**config.mk**
```make
export PLATFORM = sky130hd
export DESIGN_NAME = lsu_unit
export DESIGN_NICKNAME = d
export VERILOG_FILES = /design/src/rtl/lsu_unit.sv
export SDC_FILE = /design/constraint.sdc
export NUM_CORES = 1
export LEC_CHECK = 0
export ABC_AREA = 0
export BUFFER_PORTS_ARGS = -buffer_cell sky130_fd_sc_hd__buf_2
export CAP_MARGIN = 10
export CORE_MARGIN = 3
export CORE_UTILIZATION = 30
export DETAILED_ROUTE_END_ITERATION = 8
export PLACE_DENSITY = 0.5
export SKIP_LAST_GASP = 1
export SLEW_MARGIN = 25
export SYNTH_ARGS = -nofsm -noshare
export SYNTH_HDL_FRONTEND = slang
export SYNTH_SLANG_ARGS = --single-unit
```
**constraint.sdc**
```tcl
create_clock -name clk_i -period 2.7 [get_ports clk_i]
set_input_delay 0.27 -clock clk_i [delete_from_list [all_inputs] [get_ports clk_i]]
set_output_delay 0.27 -clock clk_i [all_outputs]
set_load 0.005 [all_outputs]
```
**src/rtl/lsu_unit.sv**
```systemverilog
// lsu_unit: load/store unit between execute and memory.
// One bus transaction per op, with misalign and timeout errors.
module lsu_unit #(
  parameter int unsigned TIMEOUT_CYCLES = 255
) (
  input  logic        clk_i,
  input  logic        reset_i,
  input  logic        valid_i,
  output logic        ready_o,
  input  logic        is_store_i,
  input  logic [2:0]  funct3_i,
  input  logic [31:0] addr_i,
  input  logic [31:0] wdata_i,
  input  logic [4:0]  rd_i,
  output logic        mem_req_o,
  output logic        mem_we_o,
  output logic [31:0] mem_addr_o,
  output logic [31:0] mem_wdata_o,
  output logic [3:0]  mem_wmask_o,
  input  logic        mem_gnt_i,
  input  logic        mem_rvalid_i,
  input  logic [31:0] mem_rdata_i,
  output logic        done_o,
  output logic        wb_we_o,
  output logic [4:0]  wb_rd_o,
  output logic [31:0] wb_data_o,
  output logic        err_o,
  output logic [1:0]  err_cause_o,
  output logic [31:0] err_addr_o
);

  typedef enum logic [1:0] {
    S_IDLE, S_REQ, S_WAIT, S_DONE
  } state_t;

  state_t      state_q, state_d;
  logic        store_q;
  logic [2:0]  f3_q;
  logic [31:0] addr_q, wdata_q;
  logic [31:0] data_q, data_d;
  logic [4:0]  rd_q;
  logic [1:0]  cause_q, cause_d;
  logic [15:0] cnt_q;
  logic [16:0] cnt_inc;
  logic        tmo, accept, bad;
  logic        misalign, illegal;
  logic [7:0]  lb;
  logic [15:0] lh;
  logic [31:0] ext, lanes;
  logic [3:0]  wmask;
  logic        req, done, ok_load;

  assign ready_o = (state_q == S_IDLE);
  assign accept  = valid_i && ready_o;
  assign cnt_inc = {1'b0, cnt_q} + 17'd1;
  assign tmo     = cnt_inc >= 17'(TIMEOUT_CYCLES);
  assign bad     = misalign || illegal;

  // legality and alignment of the incoming op
  always_comb begin
    misalign = 1'b0;
    illegal  = 1'b0;
    unique case (funct3_i)
      3'b000: misalign = 1'b0;
      3'b001: misalign = addr_i[0];
      3'b010: misalign = |addr_i[1:0];
      3'b100: illegal = is_store_i;
      3'b101: begin
        illegal  = is_store_i;
        misalign = addr_i[0];
      end
      default: illegal = 1'b1;
    endcase
  end

  assign lb = 8'(mem_rdata_i >> {addr_q[1:0], 3'b000});
  assign lh = 16'(mem_rdata_i >> {addr_q[1], 4'b0000});

  // load result extraction and extension
  always_comb begin
    ext = mem_rdata_i;
    unique case (1'b1)
      f3_q == 3'b000: ext = {{24{lb[7]}}, lb};
      f3_q == 3'b001: ext = {{16{lh[15]}}, lh};
      f3_q == 3'b100: ext = {24'd0, lb};
      f3_q == 3'b101: ext = {16'd0, lh};
      default:        ext = mem_rdata_i;
    endcase
  end

  // store byte-lane steering
  always_comb begin
    wmask = 4'hf;
    lanes = wdata_q;
    unique case (1'b1)
      f3_q == 3'b000: begin
        wmask = 4'b0001 << addr_q[1:0];
        lanes = {4{wdata_q[7:0]}};
      end
      f3_q == 3'b001: begin
        wmask = addr_q[1] ? 4'b1100 : 4'b0011;
        lanes = {2{wdata_q[15:0]}};
      end
      default: wmask = 4'hf;
    endcase
  end

  // next state, error cause and load data
  always_comb begin
    state_d = state_q;
    cause_d = cause_q;
    data_d  = data_q;
    unique case (state_q)
      S_IDLE: begin
        if (accept) begin
          data_d  = '0;
          cause_d = bad ? 2'b01 : 2'b00;
          state_d = bad ? S_DONE : S_REQ;
        end
      end
      S_REQ: begin
        if (mem_gnt_i && store_q) begin
          state_d = S_DONE;
        end else if (tmo) begin
          cause_d = 2'b10;
          state_d = S_DONE;
        end else if (mem_gnt_i) begin
          state_d = S_WAIT;
        end
      end
      S_WAIT: begin
        if (mem_rvalid_i) begin
          data_d  = ext;
          state_d = S_DONE;
        end else if (tmo) begin
          cause_d = 2'b10;
          state_d = S_DONE;
        end
      end
      S_DONE:  state_d = S_IDLE;
      default: state_d = S_IDLE;
    endcase
  end

  // state, op latch and timeout counter
  always_ff @(posedge clk_i or negedge reset_i) begin
    if (!reset_i) begin
      state_q <= S_IDLE;
      store_q <= 1'b0;
      f3_q    <= '0;
      addr_q  <= '0;
      wdata_q <= '0;
      rd_q    <= '0;
      data_q  <= '0;
      cause_q <= '0;
      cnt_q   <= '0;
    end else begin
      state_q <= state_d;
      cause_q <= cause_d;
      data_q  <= data_d;
      if (accept) begin
        store_q <= is_store_i;
        f3_q    <= funct3_i;
        addr_q  <= addr_i;
        wdata_q <= wdata_i;
        rd_q    <= rd_i;
        cnt_q   <= '0;
      end else if (state_q == S_REQ || state_q == S_WAIT) begin
        cnt_q <= cnt_inc[15:0];
      end
    end
  end

  assign req     = (state_q == S_REQ);
  assign done    = (state_q == S_DONE);
  assign ok_load = done && !store_q && (cause_q == 2'b00);

  assign mem_req_o   = req;
  assign mem_we_o    = req && store_q;
  assign mem_addr_o  = req ? {addr_q[31:2], 2'b00} : '0;
  assign mem_wdata_o = (req && store_q) ? lanes : '0;
  assign mem_wmask_o = (req && store_q) ? wmask : '0;

  assign done_o      = done;
  assign err_o       = done && (cause_q != 2'b00);
  assign err_cause_o = done ? cause_q : 2'b00;
  assign err_addr_o  = err_o ? addr_q : '0;
  assign wb_we_o     = ok_load && (rd_q != 5'd0);
  assign wb_rd_o     = rd_q;
  assign wb_data_o   = ok_load ? data_q : '0;

endmodule

```
==> results.yml <==
clock_tree:
  tritoncts: "done"
  clock_path_buffers: 2
  numClockSinks: 125
  clkSlewWorstSetupHoldPaths_ps: 70
  root_buffer_selected_by_cts: "sky130_fd_sc_hd__clkbuf_16"
  clkLatencyLatePin_ps: 410
  h-tree-depth: 4
  cts_buffers: 17
logic_synthesis:
  post_synth_edffs: 0
  synth.ff_latch_count: 125
  number_of_instances_in_the_synthesized_netlist: 869
  syn_area_per_cell_um2: 8.17
  post_synth_fa_ha_maj_area_fraction_pct: 1.06
  synth_ff_type: "sky130_fd_sc_hd__dfrtp_1"
  synth_seq_area_share_pct: 44.0
  yosys-mux-area-fraction_pct: 3.21
  synth_top_cells_by_area: "sky130_fd_sc_hd__dfrtp_1, sky130_fd_sc_hd__nand2_1, sky130_fd_sc_hd__and2_1"
  synth_largest_type_area_fraction_pct: 44.0
  synth-xor-area-share_pct: 1.85
  postSynth.asyncResetShare_pct: 100
  ys_warn_count: 0
  netlist.top_cell.by_area: "sky130_fd_sc_hd__dfrtp_1"
  post_synth_and_or_nand_nor_area_fraction_pct: 34.0
  post_synth_instance_area_mm2: 0.00710
  area_fraction_in_compound_gates_after_synthesis_pct: 11.7
  yosysUniqueCellTypes: 57
  largest_family_of_logic_cells_by_synthesized_area: "simple AND/OR/NAND/NOR gates"
route:
  routed_via_density: 4.72
  postRouteWirelength_um: 23500
  route.detailed.drc: 0
  post_drt_wl_per_cell_um: 16.5
  initialDrtViolationCount: 453
  route.antenna.remaining_nets: 0
  first_pass_iters: 4
  detailroute.via_count: 6741
critical_path:
  start_kind: "flip-flop"
  r2r_slack_ps: 540
  critical_path.max_stage_delay_ps: 430
  setup.worst_path.start: "state_q[0]$_DFFE_PN0P_"
  worstRegToRegCells: 6
  crit_required_ps: 2430
  crit_path_end_kind: "output pin"
  crit_path_top_delay_cell: "sky130_fd_sc_hd__dfrtp_1"
  worstPathMaxFanout: 32
  critical_path.top_delay_family: "simple AND/OR/NAND/NOR gates"
  worst-path-stages: 5
  critical_path_arrival_ps: 2080
  cp_num_buf_inv: 2
  critical_path.endpoint: "wb_data_o[15]"
  reg2reg_to: "data_q[16]$_DFFE_PN0P_"
  worstReg2RegStart: "state_q[0]$_DFFE_PN0P_"
  worst-setup-path-type: "flip-flop to output pin"
  crit_chain: "ha_1 > nor4b_4 > buf_4 > and2_1 > buf_2"
sta:
  slew-limit-headroom_pct: 49.9
  timing.fmax_mhz: 425
  rsz0062_at_grt: "no"
  post_route_skew_ps: 7.34
  drv_slew: 0
  final_min_period_over_clock_period_pct: 87.2
  timing.setup.tns_ps: 0
  whs_ps: 33.2
  setup_viol_count_final: 0
  final.min_clock_period_ps: 2350
  hold_viol: 0
  worst_slew_pin_slew_ps: 747
global_routing:
  antenna_violations_before_repair: 1
  first_pass_grt_wire_length_um: 37300
  maximum_number_of_pins_on_one_net_before_global_route_repair: 74
  globalRouteTotalUtil_pct: 18.3
  grt_pass1_vias: 6597
  grt.overflow.total: 0
power_and_ir_drop:
  power.internal_mw: 5.45
  clock_power_share_pct: 25.3
  psw_mw: 3.71
  power.leakage_nw: 4.97
  power.share.switching_pct: 40.5
  power.density_mw_per_mm2: 982
  power_frac_comb_pct: 39.3
  peakVddDrop_mv: 0.447
  sequentialPowerShare_pct: 35.4
hold_path:
  hp-class: "input port to flip-flop"
floorplan:
  fp.coreArea_mm2: 0.0230
  die_h_um: 160
  initial_utilization_pct: 30.9
  dieWidth_um: 160
  total_die_area_mm2: 0.0256
  design.portCount: 255
  num_rows: 55
placed_design:
  globalplace.congestion: 0.831
  i_o_buffers: 252
  detailed_place_hpwl_um: 17100
final_layout:
  final_nets: 1219
  layout-drive-gt1-share_pct: 29.4
  num_antenna_cells: 0
  areaGrowthSynthToFinish_pct: 31.4
status:
  run_status: "finished, final reports clean"
run:
  max_cap_viol_count: 0
==> cells in the mapped netlist (all sizes together), types with 2 or more instances <==
cell and n:
o221ai 7, mux2 9, a211oi 9, xor2 11
nand4 8, a31oi 10, inv 7, a32o 8
nor2 39, a41o 2, nor2b 35, mux2i 10
a221oi 2, clkbuf 52, xnor2 4, ha 6
nand3 9, buf 10, dfrtp 125, or3 3
a22o 18, o21ai 13, o211ai 4, nand2b 30
a21oi 27, and2 67, and3 12, nand2 301
nor3 12
==> through the flow <==
stage | utilization [%] | total power [mW] | worst slack (ps) | std cells | cell area (um2)
4_1_cts | 40.6 | 9.27 | 88.4 | 1429 | 9320
3_5_place_dp | 38.0 | 6.89 | 549 | 1396 | 8720
6_report | 40.6 | 9.16 | 345 | 1429 | 9330
2_1_floorplan | - | 5.59 | 726 | 870 | 7110
5_1_grt | 40.6 | 9.91 | 139 | 1429 | 9330
3_3_place_gp | 38.0 | 6.86 | 577 | 1396 | 8720
==> power by group through the flow <==
stage / sequential (mW) / clock [mW] / combinational [mW]
floorplan: 2.99 / 0 / 2.59
global route: 3.37 / 2.47 / 4.08
detailed placement: 3.24 / 0 / 3.64
finish: 3.24 / 2.32 / 3.60
CTS: 3.24 / 2.38 / 3.65
global placement: 3.26 / 0 / 3.60
==> layer usage <==
layer	track usage (%)	wire length (um)
met5	0	13
met4	4.85	318
met3	4.72	1700
met2	27.6	10300
met1	26.2	11200
==> state kept, by name, indices dropped and copies added, names as in the netlist <==
| register | flops |
|---|---|
| wb_rd_o | 5 |
| data_q | 32 |
| cnt_q | 16 |
| wdata_q | 32 |
| f3_q | 3 |
| state_q | 2 |
| cause_q | 2 |
| addr_q | 32 |
| store_q | 1 |
==> worst reg2reg max path: stages (launching register included) <==
cell,delay (ps)
sky130_fd_sc_hd__dfrtp_1,430
sky130_fd_sc_hd__inv_1,120
sky130_fd_sc_hd__ha_1,330
sky130_fd_sc_hd__nand2b_1,180
sky130_fd_sc_hd__and3_1,200
sky130_fd_sc_hd__a21boi_2,610
sky130_fd_sc_hd__a22o_1,230
==> final cells by class <==
class,count,area (um2)
inverters,7,26.3
multi-input cells,676,3710
well taps,313,392
fillers,2367,13700
repair buffers,276,1490
clock buffers,18,429
flip-flops and latches,125,3130
clock inverters,14,160
==> cell usage in the layout (no fill, tap or decap), types with 4 or more instances in the layout <==
cell type / n
sky130_fd_sc_hd__nor3_1: 11
sky130_fd_sc_hd__buf_4: 20
sky130_fd_sc_hd__nand3_1: 8
sky130_fd_sc_hd__nand2_1: 300
sky130_fd_sc_hd__a21oi_1: 26
sky130_fd_sc_hd__a22o_1: 18
sky130_fd_sc_hd__a211oi_1: 9
sky130_fd_sc_hd__mux2_2: 8
sky130_fd_sc_hd__and2_1: 66
sky130_fd_sc_hd__nor2b_1: 35
sky130_fd_sc_hd__clkbuf_16: 17
sky130_fd_sc_hd__dfrtp_1: 125
sky130_fd_sc_hd__xor2_1: 11
sky130_fd_sc_hd__mux2i_1: 10
sky130_fd_sc_hd__nor2_1: 37
sky130_fd_sc_hd__and3_1: 12
sky130_fd_sc_hd__inv_1: 7
sky130_fd_sc_hd__buf_2: 251
sky130_fd_sc_hd__a31oi_1: 9
sky130_fd_sc_hd__nand2b_1: 30
sky130_fd_sc_hd__a32o_1: 8
sky130_fd_sc_hd__o221ai_1: 7
sky130_fd_sc_hd__inv_6: 4
sky130_fd_sc_hd__xnor2_1: 4
sky130_fd_sc_hd__ha_1: 6
sky130_fd_sc_hd__o211ai_1: 4
sky130_fd_sc_hd__o21ai_0: 11
sky130_fd_sc_hd__nand4_1: 8
==> worst min path at each step <==
stage          cells past startpoint        from                     end
2_1_floorplan                      0     reset_i   addr_q[0]$_DFFE_PN0P_
3_3_place_gp                       1     reset_i  data_q[26]$_DFFE_PN0P_
3_5_place_dp                       1     reset_i  data_q[26]$_DFFE_PN0P_
4_1_cts                            3  addr_i[23]  addr_q[23]$_DFFE_PN0P_
5_1_grt                            3  addr_i[20]  addr_q[20]$_DFFE_PN0P_
6_report                           3  addr_i[14]  addr_q[14]$_DFFE_PN0P_
==> repair_timing <==
item / in CTS / in global routing
buffers inserted: 0 / 0
endpoints found under the hold margin: 33 / 0
hold buffers: 1 / 0
setup endpoints to repair: 0 / 3
gates resized for setup: 0 / 1
==> cell families (layout without fill, tap and decap cells) <==
logic type | Yosys count | in the layout
buffers and inverters | 69 | 315
DFF | 125 | 125
AOI/OAI and AO/OA | 110 | 110
muxes | 20 | 20
adders and majority gates | 6 | 6
xor gates and xnor gates | 15 | 15
other | 1 | 2
and+or+nand+nor | 523 | 523
Power figures use the tool's default switching activity.
